<file path="config.mk">
export PLATFORM = sky130hd
export DESIGN_NAME = majority_sampler_mc
export DESIGN_NICKNAME = d
export VERILOG_FILES = /design/src/rtl/majority_sampler_mc.sv
export SDC_FILE = /design/constraint.sdc
export NUM_CORES = 1
export LEC_CHECK = 0
export ABC_AREA = 1
export CAP_MARGIN = 20
export CELL_PAD_IN_SITES_DETAIL_PLACEMENT = 1
export CELL_PAD_IN_SITES_GLOBAL_PLACEMENT = 1
export CORE_MARGIN = 2
export CORE_UTILIZATION = 42
export CTS_CLUSTER_DIAMETER = 40
export DETAILED_ROUTE_END_ITERATION = 8
export HOLD_SLACK_MARGIN = 0.02
export PLACE_DENSITY = 0.85
export SETUP_SLACK_MARGIN = 0.15
export SLEW_MARGIN = 5
export SYNTH_ARGS = -nofsm -noshare
export SYNTH_HDL_FRONTEND = slang
export SYNTH_SLANG_ARGS = --single-unit
</file>
<file path="constraint.sdc">
create_clock -name clk -period 2.55 [get_ports clk]
set_clock_uncertainty 0.1 [all_clocks]
set_input_delay 0.765 -clock clk [delete_from_list [all_inputs] [get_ports clk]]
set_output_delay 0.765 -clock clk [all_outputs]
set_load 0.01 [all_outputs]
</file>
<file path="src/rtl/majority_sampler_mc.sv">
`default_nettype none
// majority_sampler_mc: per-channel synchroniser, saturating high/low window counters and
// tick-driven majority vote (full window or last three samples) with noise/saturation flags.
module majority_sampler_mc #(
  parameter int CHANNELS    = 1,
  parameter int CNT_W       = 8,
  parameter int SYNC_STAGES = 2,
  parameter bit IDLE_VALUE  = 1'b1,
  parameter bit TIE_VALUE   = 1'b1
) (
  input  logic                clk,
  input  logic                rst,
  input  logic [CHANNELS-1:0] sig_in,
  input  logic                sample_tick,
  input  logic                mode,
  output logic [CHANNELS-1:0] filtered,
  output logic                valid,
  output logic [CHANNELS-1:0] noisy,
  output logic [CHANNELS-1:0] saturated
);

  localparam logic [CNT_W-1:0] CNT_MAX  = '1;
  localparam logic [CNT_W-1:0] CNT_ZERO = '0;

  logic valid_q;
  logic valid_d;

  always_comb begin
    valid_d = sample_tick;
  end

  always_ff @(posedge clk) begin
    if (!rst) begin
      valid_q <= 1'b0;
    end else begin
      valid_q <= valid_d;
    end
  end

  assign valid = valid_q;

  genvar gi;
  generate
    for (gi = 0; gi < CHANNELS; gi++) begin : g_ch
      logic [SYNC_STAGES-1:0] sync_q;
      logic [SYNC_STAGES-1:0] sync_d;
      logic [CNT_W-1:0]       hi_q;
      logic [CNT_W-1:0]       hi_d;
      logic [CNT_W-1:0]       lo_q;
      logic [CNT_W-1:0]       lo_d;
      logic                   sat_q;
      logic                   sat_d;
      logic [2:0]             hist_q;
      logic [2:0]             hist_d;
      logic                   filt_q;
      logic                   filt_d;
      logic                   noisy_q;
      logic                   noisy_d;
      logic                   satf_q;
      logic                   satf_d;

      logic                   s;
      logic [CNT_W-1:0]       hi_n;
      logic [CNT_W-1:0]       lo_n;
      logic [2:0]             hist_n;
      logic                   sat_n;
      logic                   vote_win;
      logic                   vote_l3;

      always_comb begin
        // Shift towards the MSB; the cast drops the oldest stage.
        sync_d = SYNC_STAGES'({sync_q, sig_in[gi]});
        s      = sync_q[SYNC_STAGES-1];

        hi_n   = (hi_q == CNT_MAX) ? hi_q : hi_q + CNT_W'(s);
        lo_n   = (lo_q == CNT_MAX) ? lo_q : lo_q + CNT_W'(!s);
        hist_n = {hist_q[1:0], s};
        sat_n  = sat_q | (hi_n == CNT_MAX) | (lo_n == CNT_MAX);

        if (hi_n > lo_n) begin
          vote_win = 1'b1;
        end else if (hi_n < lo_n) begin
          vote_win = 1'b0;
        end else begin
          vote_win = TIE_VALUE;
        end
        vote_l3 = (hist_n[0] & hist_n[1]) | (hist_n[0] & hist_n[2]) | (hist_n[1] & hist_n[2]);

        hist_d  = hist_n;
        hi_d    = hi_n;
        lo_d    = lo_n;
        sat_d   = sat_n;
        filt_d  = filt_q;
        noisy_d = noisy_q;
        satf_d  = satf_q;

        // The tick cycle's own sample is part of the closing window.
        if (sample_tick) begin
          filt_d  = mode ? vote_l3 : vote_win;
          noisy_d = (hi_n != CNT_ZERO) && (lo_n != CNT_ZERO);
          satf_d  = sat_n;
          hi_d    = CNT_ZERO;
          lo_d    = CNT_ZERO;
          sat_d   = 1'b0;
        end
      end

      always_ff @(posedge clk) begin
        if (!rst) begin
          sync_q  <= {SYNC_STAGES{IDLE_VALUE}};
          hist_q  <= {3{IDLE_VALUE}};
          hi_q    <= CNT_ZERO;
          lo_q    <= CNT_ZERO;
          sat_q   <= 1'b0;
          filt_q  <= IDLE_VALUE;
          noisy_q <= 1'b0;
          satf_q  <= 1'b0;
        end else begin
          sync_q  <= sync_d;
          hist_q  <= hist_d;
          hi_q    <= hi_d;
          lo_q    <= lo_d;
          sat_q   <= sat_d;
          filt_q  <= filt_d;
          noisy_q <= noisy_d;
          satf_q  <= satf_d;
        end
      end

      assign filtered[gi]  = filt_q;
      assign noisy[gi]     = noisy_q;
      assign saturated[gi] = satf_q;
    end
  endgenerate

endmodule
`default_nettype wire

</file>
==> reports/summary.txt <==
Hold Path Class = flop to flop
FF+latch count, synth = 25
Iter 0 DRT Violations = 24
CTS root buf = clkbuf_4
Leak = 0.803 nW
Via count = 1,370
Number of synthesized flops with an enable pin = 0
Initial Util = 0.436
Synth cell count leaders = nand2_1, inv_1, nor2_1, dfxtp_1, nand3_1
Sw frac = 0.257
Fmax = 0.426 GHz
Hold-fix buffers at CTS = 0
Max-Cap Viols = 0
Post-route ant nets = 0
Logic pwr share = 0.096
Row cnt = 21
Share of the yosys chip area belonging to registers = 0.344
PnR worst setup slack = 205 ps
Power Internal = 0.486 mW
Clock Path Buffers = 2
Die Area = 3950 sq um
Initial antenna violation count = 0
NetSw = 0.168 mW
Synth Cell Area = 1460 sq um
DPL Wire Length = 2820 um
Crit path max fanout = 4
Routability cong. = 0.815
Sequential power share = 0.616
Post-layout minimum cycle time = 2350 ps
Worst Path Class, Setup = flop to flop
PD cells = 377 nW/um^2
CP max stage cell = dfxtp_4
Worst path required time = 2690 ps
Detail-routed net length per standard cell = 14.1 um
Synthesized instance count = 213
Clk pin slew, worst setup/hold paths = 150 ps
Final Setup Violations = 0
Top Ports = 9
Largest net degree at the start of global routing = 16
Synth unique cells = 29
Clk sinks = 25
Core area = 3340 sq um
Fin nets = 244
Hold path cells = 1
First-pass GRT wire length = 6300 um
IO buf count = 8
Status = completed
Yosys warns = 0
Total track usage = 0.199
Fin area = 1740 sq um
Pins Over Slew Limit = 0
Placed cell area = 1590 sq um
Htree depth = 1
Vias per cell = 4.98
RSZ-0062 raised after global routing = no
Endpoint of the worst-slack reg-to-reg timing path = filtered
Fraction of layout cells with a size suffix above 1 = 0.175
Number of global-route vias before repair = 1,377
CP Cell Sequence = inv_4, ha_4, inv_1, nor2_2, nand4_1, buf_4, a21oi_4, ha_4, nand2_1, inv_1, nand2_2, nor2_2, nor2_1, nand2_1, nand2_1, a21oi_1
Area contributors post-synth = dfxtp_1, nand2_1, inv_1
Slew headroom = 0.624
Avg Cell Area, Syn = 6.84 sq um
Biggest cell delay along the critical path = 410 ps
Worst Path Buf+Inv = 4
Slew @ Worst Pin = 564 ps
Crit. Startpoint = g_ch[0].sync_q[1]
Final period utilization = 0.920
Hold slack = 340 ps
Top cell by count, worst path = nand2_1
Yosys top cell by area = dfxtp_1
Hold_sp = g_ch[0].sync_q[0]
Overall routed net length = 3870 um
Placement-stage worst setup slack = 124 ps
Commonest register cell after synthesis = dfxtp_1
Share of Yosys cell area claimed by the top area cell type = 0.344
Drt pass-1 iters = 4
Clock share of power = 0.287
RR Startpoint = g_ch[0].sync_q[1]
Max rail drop VDD = 0.304 mV
Number of CTS-inserted buffers = 3
CP Capture Type = flop
Fill cells = 453
Height of the die = 62.9 um
Grt total ovfl = 0
Final hold violation count = 0
CP top delay family = simple AND/OR/NAND/NOR gates
Worst reg-to-reg setup slack = 200 ps
Async SR Flop Fraction = 0
Layout Utilization = 0.520
Setup TNS = 0 ps
Clk_lat worst skew = 330 ps
Die width = 62.9 um
Arr. time, crit path = 2490 ps
CTS tree = built
Reg2Reg Depth = 16
Antenna Cells = 0
CP Launch Type = flop
# DRC = 0
Syn_nets = 227
Count leader, synth = nand2_1
Hold endpoint = g_ch[0].sync_q[1]
Area Overhead vs Synth = 19.2%
cell usage in the layout (no fill, tap or decap), types with 2 or more instances in the layout:
| cell | count |
|---|---|
| inv_2 | 2 |
| dfxtp_2 | 2 |
| nor4_1 | 2 |
| nand2_1 | 56 |
| ha_4 | 4 |
| inv_1 | 29 |
| nor2_1 | 27 |
| o21bai_1 | 3 |
| clkbuf_4 | 3 |
| nand3b_1 | 3 |
| nand3_1 | 10 |
| buf_4 | 7 |
| nand2_2 | 6 |
| clkdlybuf4s50_1 | 8 |
| nor2_2 | 6 |
| xor2_1 | 3 |
| xnor2_1 | 2 |
| a21oi_1 | 7 |
| nand4_1 | 5 |
| or2_2 | 3 |
| ha_1 | 5 |
| dfxtp_1 | 22 |
repair_timing:
| item | 4_1_cts | 5_1_grt |
|---|---|---|
| endpoints found under the setup margin | 1 | 1 |
| buffers inserted | 0 | 4 |
| gates resized for setup | 3 | 20 |
| pin swaps | 0 | 10 |
flip-flops by register name, summed over array words and instances (netlist names):
name / cells
g_ch.hi_q: 8
g_ch.lo_q: 8
g_ch.hist_q: 2
g_ch.sync_q: 2
filtered: 1
g_ch.sat_q: 1
noisy: 1
saturated: 1
valid: 1
cell type report:
class / instances / area [sq um] / area share
clock buffer: 4 / 26.3 / 0.0151
multi-input combinational: 153 / 891 / 0.513
timing repair buffer: 15 / 133 / 0.0764
sequential: 25 / 507 / 0.292
inverter: 32 / 123 / 0.0706
tap: 46 / 57.6 / 0.0331
worst max-delay path by stage:
stage	slack, ps	endpoint	depth (start not counted)
2_1_floorplan	540	filtered	16
3_3_place_gp	230	filtered	15
3_5_place_dp	120	filtered	15
4_1_cts	150	filtered	16
5_1_grt	80	filtered	17
6_report	200	filtered	16
through the flow:
| step | total power, mW | instances |
|---|---|---|
| 3_3_place_gp | 0.466 | 267 |
| 2_1_floorplan | 0.444 | 213 |
| 6_report | 0.654 | 275 |
| 5_1_grt | 0.675 | 275 |
| 4_1_cts | 0.653 | 271 |
| 3_5_place_dp | 0.468 | 267 |
routing by layer:
metal	vias to the layer above	GRT usage	wire length [um]
met5	-	0	0
met4	0	0.0583	53
met3	7	0.0162	63
met2	14	0.355	1930
met1	658	0.254	1830
li1	691	-	-
cells by family after synthesis:
group,synth area share
XOR/XNOR,0.0301
AND/OR/NAND/NOR,0.385
AO/OA/AOI/OAI,0.0593
buffers and inverters,0.0979
adder cells (fa/ha/maj),0.0842
flip-flops,0.344
power groups by stage:
stage	Combinational [mW]	Clock (mW)	Sequential [mW]
3_5_place_dp	0.0581	0	0.410
5_1_grt	0.0698	0.202	0.404
6_report	0.0630	0.188	0.403
3_3_place_gp	0.0559	0	0.410
2_1_floorplan	0.0347	0	0.410
4_1_cts	0.0583	0.193	0.402
Power figures use the tool's default switching activity.
